**config.mk**
```make
export PLATFORM = sky130hd
export DESIGN_NAME = vend_ctrl
export DESIGN_NICKNAME = d
export VERILOG_FILES = /design/src/rtl/vend_ctrl.sv
export SDC_FILE = /design/constraint.sdc
export NUM_CORES = 1
export LEC_CHECK = 0
export CORE_UTILIZATION = 30
export CTS_BUF_LIST = sky130_fd_sc_hd__clkbuf_16
export DETAILED_ROUTE_END_ITERATION = 16
export PLACE_DENSITY = 0.6
export SLEW_MARGIN = 20
export SYNTH_ARGS = -nofsm -noshare
export SYNTH_HDL_FRONTEND = slang
export SYNTH_SLANG_ARGS = --single-unit
```
**constraint.sdc**
```tcl
create_clock -name clk -period 4.8 [get_ports clk]
set_clock_uncertainty 0.2 [all_clocks]
set_input_delay 0.96 -clock clk [delete_from_list [all_inputs] [get_ports clk]]
set_output_delay 0.96 -clock clk [all_outputs]
set_load 0.005 [all_outputs]
```
**src/rtl/vend_ctrl.sv**
```systemverilog
// Coin-operated drink vending controller: edge-detected coins, priority resolution,
// tick-timed vend/change/refund indication.
module vend_ctrl #(
   parameter int unsigned PRICE        = 10,
   parameter int unsigned VEND_TICKS   = 4,
   parameter int unsigned CHANGE_TICKS = 4
) (
   input  logic       clk,
   input  logic       reset,
   input  logic       tick,
   input  logic       r1,
   input  logic       r2,
   input  logic       r5,
   input  logic       cancel,
   output logic [4:0] credit,
   output logic [4:0] change,
   output logic       led_vend,
   output logic       led_change,
   output logic       busy,
   output logic       coin_rej
);

   localparam int unsigned CW = 5;
   localparam int unsigned TW = 3;

   typedef enum logic [2:0] {
      IDLE    = 3'd0,
      COLLECT = 3'd1,
      VEND    = 3'd2,
      CHANGE  = 3'd3,
      REFUND  = 3'd4
   } state_t;

   state_t          state_q, state_d;
   logic [TW-1:0]   timer_q, timer_d;
   logic [CW-1:0]   credit_d, change_d;
   logic            led_vend_d, led_change_d, coin_rej_d;
   logic            r1_q, r2_q, r5_q;
   logic            e1, e2, e5, any_edge, multi_edge;
   logic [CW-1:0]   coin_val, sum;

   // Rising-edge detection with r5 > r2 > r1 priority
   always_comb begin
      e1         = r1 & ~r1_q;
      e2         = r2 & ~r2_q;
      e5         = r5 & ~r5_q;
      any_edge   = e1 | e2 | e5;
      multi_edge = (e5 & (e2 | e1)) | (e2 & e1);
      if (e5)      coin_val = CW'(5);
      else if (e2) coin_val = CW'(2);
      else if (e1) coin_val = CW'(1);
      else         coin_val = '0;
      sum = credit + coin_val;
   end

   // Next-state and registered-output logic
   always_comb begin
      state_d    = state_q;
      credit_d   = credit;
      change_d   = change;
      timer_d    = tick ? timer_q + TW'(1) : timer_q;
      coin_rej_d = 1'b0;

      case (state_q)
         IDLE, COLLECT: begin
            if (any_edge) begin
               coin_rej_d = multi_edge;
               if (sum >= CW'(PRICE)) begin
                  credit_d = '0;
                  change_d = sum - CW'(PRICE);
                  state_d  = VEND;
               end else begin
                  credit_d = sum;
                  state_d  = COLLECT;
               end
            end else if (cancel && (state_q == COLLECT)) begin
               change_d = credit;
               credit_d = '0;
               state_d  = REFUND;
            end
         end
         VEND: begin
            coin_rej_d = any_edge;
            if (tick && (timer_q == TW'(VEND_TICKS - 1)))
               state_d = (change != '0) ? CHANGE : IDLE;
         end
         CHANGE, REFUND: begin
            coin_rej_d = any_edge;
            if (tick && (timer_q == TW'(CHANGE_TICKS - 1))) begin
               change_d = '0;
               state_d  = IDLE;
            end
         end
         default: state_d = IDLE;
      endcase

      if (state_d != state_q) timer_d = '0;

      led_vend_d   = (state_d == VEND);
      led_change_d = (state_d == CHANGE) || (state_d == REFUND);
   end

   always_ff @(posedge clk or negedge reset) begin
      if (!reset) begin
         state_q    <= IDLE;
         timer_q    <= '0;
         credit     <= '0;
         change     <= '0;
         led_vend   <= 1'b0;
         led_change <= 1'b0;
         coin_rej   <= 1'b0;
         r1_q       <= 1'b0;
         r2_q       <= 1'b0;
         r5_q       <= 1'b0;
      end else begin
         state_q    <= state_d;
         timer_q    <= timer_d;
         credit     <= credit_d;
         change     <= change_d;
         led_vend   <= led_vend_d;
         led_change <= led_change_d;
         coin_rej   <= coin_rej_d;
         r1_q       <= r1;
         r2_q       <= r2;
         r5_q       <= r5;
      end
   end

   assign busy = (state_q == VEND) || (state_q == CHANGE) || (state_q == REFUND);

endmodule

```
* Word-level counts from Yosys, hierarchy flattened *
Index checks and enable logic that the tools add are counted.

operators by class
  add/sub/neg operators = 3
  $lt $le $gt $ge = 1
  equal/unequal tests = 12
  mux-type cells = 22
  bitwise logic cells = 11
  reduce and logical (&&, ||, !) cells = 15

operators by type and width
  kind                                                               number
  2-to-1 mux 5 bit                                                   8
  2-to-1 mux 3 bit                                                   6
  equality test 3 x 2 -> 1 bit, second input constant                5
  case mux 5 bit (2 select lines)                                    1
  case mux 3 bit (3 select lines)                                    1
  equality test 3 bit, second input constant                         2
  2-to-1 mux 2 bit                                                   3
  != test 3 bit, second input constant                               2
  nonzero test 2 bit                                                 3
  adder 5 bit                                                        1
  bitwise AND 1 bit                                                  5
  greater-or-equal comparator 5 x 4 -> 1 bit, second input constant  1
  nonzero test 5 bit                                                 1
  subtractor 5 x 4 -> 5 bit, second input constant                   1
  AND reduction 4 bit                                                1
  OR reduction 2 bit                                                 2
  adder 3 x 1 -> 3 bit, second input constant                        1
  equality test 3 x 1 -> 1 bit, second input constant                1
  logical NOT 3 bit                                                  1
  logical OR 1 bit                                                   3
  != test 3 bit                                                      1
  NOT 1 bit                                                          3
  OR 1 bit                                                           3
  OR reduction 3 bit                                                 1
  5 further kinds                                                    7

storage, ports and cells
  register bits after elaboration = 22
  bits of input ports = 7
  output and inout port bits = 14
  word-level logic and storage cells = 74

* Depth between registers and ports, before layout *
  word-level depth = 12
  mapped depth = 13
  mapped depth without buffers = 13

* Worst setup path before layout *
Ideal clock, no wire load.

  path type = input port to flip-flop
  from = input r2
  to = register change[0]
  library setup time = 0.079 ns
  data arrival time = 3.199 ns
  required time = 4.521 ns
  slack = 1.322 ns
  cell stages on the path = 13
  path buffers = 0
  path through = nand2b_1 -> inv_1 -> o21ai_0 -> ha_1 -> fa_1 -> xor2_1 -> inv_1 -> ha_1 -> o31a_1 -> o311ai_4 -> nor2_2 -> nor2_4 -> mux2i_1

on the way
  word-level cells in the longest chain between the ends = 8
  elaborated cells between the ends (all ways) = 14
  those cells by class = add/sub: 2; order compare: 1; eq/ne: 2; mux: 5; bitwise: 3; reduce/logical: 1

ends and longest elaborated chain
  what                             RTL line  source
  from (decl)                      12        input logic r2,
  bitwise AND 1 bit *              45        e2 = r2 & ~r2_q;
  2-to-1 mux 2 bit                 50        else if (e2) coin_val = CW'(2);
  2-to-1 mux 5 bit                 49        if (e5) coin_val = CW'(5);
  adder 5 bit                      53        sum = credit + coin_val;
  subtractor 5 x 4 -> 5 bit        70        change_d = sum - CW'(PRICE);
  2-to-1 mux 5 bit                 68        if (sum >= CW'(PRICE)) begin
  2-to-1 mux 5 bit                 66        if (any_edge) begin
  case mux 5 bit (2 select lines)  64        case (state_q)
  to (signal assigned)             119       change <= change_d;
  to (decl)                        16        output logic [4:0] change,

Every way passes the cells marked *; elsewhere a longest branch is shown, timed or not. The select of a mux whose other input is x is not followed.
A chain may end at the register's enable or synchronous reset.

* Worst setup path in the final report *
  from = input r2
  to = register change[4]

Same word-level chain as after synthesis.

==> results.ini <==
[critical_path]
cp-start-kind = primary input
r2r_slack_ps = 1560
rr_startpoint = r2_q
worstSetupPathType = primary input to register
reg2reg_depth = 13
endpoint_kind = register
arrival_ps = 3980
path_max_fanout = 5
crit_required_ps = 4780
endpoint = change[4]
r2r-end = change[4]
worstSetupStartpoint = r2

[power_and_ir_drop]
p_clk_share_pct = 17.5
power_density_mw_per_mm2 = 613.7
p_comb_share_pct = 50.1
p_leak_nw = 0.7202
sw_frac_of_total_pct = 38.84
switchingPower_uw = 390.6
max-vdd-ir-drop_mv = 0.2515
p_int_uw = 615.2
p_seq_share_pct = 32.4

[placed_design]
gp_congestion = 0.8497
portBuffers = 20
hpwl_um = 2179
placed_cells = 205
post-place-ws_ps = 553.0

[synth]
ys_ff_latch = 22
yosysSeqAreaShare_pct = 41.67
synth.distinct_cells = 37
synth_top_area_cell = dfrtp_1
syn_area_mm2 = 0.001321
synth_warnings = 0
syn_nets = 154
synth.top_cells.by_area = dfrtp_1 42%, ha_1 5.7%, mux2i_1 5.3%
syn_inst = 140
avgSynthCellArea_um2 = 9.438
synth_top_area_share_pct = 41.67

[route]
dr.first_iter.drc_count = 81
first_pass_iters = 4
ant_nets = 0
detail_route.wirelength_um = 2946
vias = 1095
viasPerCell = 5.239
drc_errors = 0
avgRoutedWirePerCell_um = 14.10

[floorplan]
die_w_um = 68.37
die-area_mm2 = 0.004674
core_mm2 = 0.004115
ioPinCount = 21
die_h_um = 68.37
initial_core_util_pct = 32.11
rows = 23

[global_routing]
grt_max_degree = 23
grt_overflow = 0
grt_pass1_wl_um = 4761
grt_pass1_vias = 1031
track_usage_pct = 13.87
antenna_found_initial = 0

[cts]
cts-root-buf = clkbuf_16
insertion_delay_ps = 260
cts-htree-levels = 1
cts-hold-fix-buffers = 0
cts_setup_buffers = 0
cts_resized = 0
cts_sinks = 22
cts.clk_slew.worst_paths_ps = 60
cts_tree = yes
cts_inserted_buffers = 3
clk_path_buf_depth = 2

[sta]
slew-limit-headroom_pct = 63.35
tns_ps = 0
fin_crit_ps = 3998
rsz0062_at_grt = false
finalMaxSlewViolations = 0
hold_viol = 0
hold_ws_ps = 340.8
setup_viol = 0
tightest_slew_ps = 549.8
max_freq_mhz = 250.1
finalWorstSetupSlack_ps = 802.4
fin_crit_sh_pct = 83.28

[finish]
final_util_pct = 39.83
diodes = 0
final_nets = 174
drive_above_1_share_pct = 8.805
fillers = 411
syn_to_final_growth_pct = 24.05
final_cells = 209

[hold_path]
hold_path.class = register to register

[run_status]
status = finished clean

[job]
drv_cap = 0

==> registers in the layout, indices dropped and copies added, names as in the netlist <==
| signal | flops |
|---|---|
| state_q | 3 |
| led_vend | 1 |
| r1_q | 1 |
| r2_q | 1 |
| timer_q | 3 |
| credit | 5 |
| coin_rej | 1 |
| r5_q | 1 |
| led_change | 1 |
| change | 5 |
==> critical path: stages <==
cell and delay (ps):
clkdlybuf4s50_1 480, nand2b_1 120, inv_1 70, o21ai_0 100
ha_1 240, fa_1 440, xor2_1 280, inv_1 80
ha_1 230, o31a_1 130, o311ai_4 310, nor2_2 90
nor2_4 230, mux2i_1 210
==> final cells by class <==
type	count	area (um2)	area share [%]
multi-input cells	106	725.7	44.27
inverters	7	26.28	1.603
clock buffers	3	75.07	4.580
flip-flops and latches	22	550.5	33.59
repair buffers	20	195.2	11.91
clock inverters	1	3.754	0.2290
well taps	50	62.56	3.817
==> placed cells by master (no fill, tap or decap), types with 2 or more instances in the layout <==
cell             count
and2_1               2
a211oi_2             3
mux2i_1              7
clkdlybuf4s50_1     19
inv_1                6
a21o_1               2
o21ai_0              6
xor2_1               2
dfrtp_1             22
nand2b_1             4
a21oi_1              8
nand2_1             17
xnor2_1              3
nand3_1              2
nor3_1               5
a22o_1               4
a31oi_1              2
nor2_1              17
ha_1                 6
clkbuf_16            3
==> through the flow <==
step	power, mW	instance area, um2
floorplan	0.6490	1321
global placement	0.8179	1565
detailed placement	0.8323	1565
CTS	1.018	1644
global route	1.088	1639
finish	1.006	1639
==> layer usage <==
layer  GRT usage (%)  part of all wire, %  vias to the layer above
li1                -                    -                      525
met1           17.52                   46                      525
met2           23.53                   48                       41
met3           4.000                  5.5                        4
met4           2.344                 0.98                        0
met5               0                    0                        -
==> cells by family (layout without fill, tap and decap cells) <==
kind of cell	count (synthesis)	in the layout	share of synthesized area, %
xor+xnor	5	5	3.315
compound gates	32	32	18.56
simple gates	53	53	18.94
flops	22	22	41.67
buf+inv	12	31	3.409
fa+ha+maj	8	8	7.954
mux	8	8	6.155
==> cell usage after synthesis <==
cell type and number:
mux2_2 1, a21o_1 2, fa_1 1, o311ai_4 1
dfrtp_1 22, o31a_1 1, nor3b_1 1, nor3_1 5
nor4_2 1, and2_1 2, maj3_1 1, o2111ai_1 1
o211ai_1 1, buf_1 2, a211oi_1 1, inv_1 6
nand2_1 17, clkbuf_1 3, inv_2 1, nor2_1 17
a31oi_1 2, mux2i_1 7, o21ai_0 6, nor2_2 1
o21a_1 1, or3_1 1, a21oi_2 1, ha_1 6
nor2_4 1, a22o_1 4, and3_1 1, a211oi_2 3
xor2_1 2, nand3_1 2, nand2b_1 4, a21oi_1 8
xnor2_1 3
==> worst min-delay path by stage <==
| stage | from | endpoint | cells past startpoint |
|---|---|---|---|
| after floorplan | timer_q[1] | timer_q[1] | 2 |
| after global placement | timer_q[1] | timer_q[1] | 2 |
| after detailed placement | timer_q[1] | timer_q[1] | 2 |
| after CTS | timer_q[1] | timer_q[1] | 2 |
| after global routing | change[1] | change[1] | 2 |
| final | timer_q[1] | timer_q[1] | 2 |
==> power groups by stage <==
stage | registers, mW | logic [mW] | clock network [mW]
after floorplan | 0.300 | 0.349 | 0
after global placement | 0.325 | 0.493 | 0
after CTS | 0.326 | 0.510 | 0.183
final | 0.326 | 0.504 | 0.176
after detailed placement | 0.328 | 0.504 | 0
after global routing | 0.336 | 0.562 | 0.191
No activity file was read; power rests on OpenSTA's default activity.
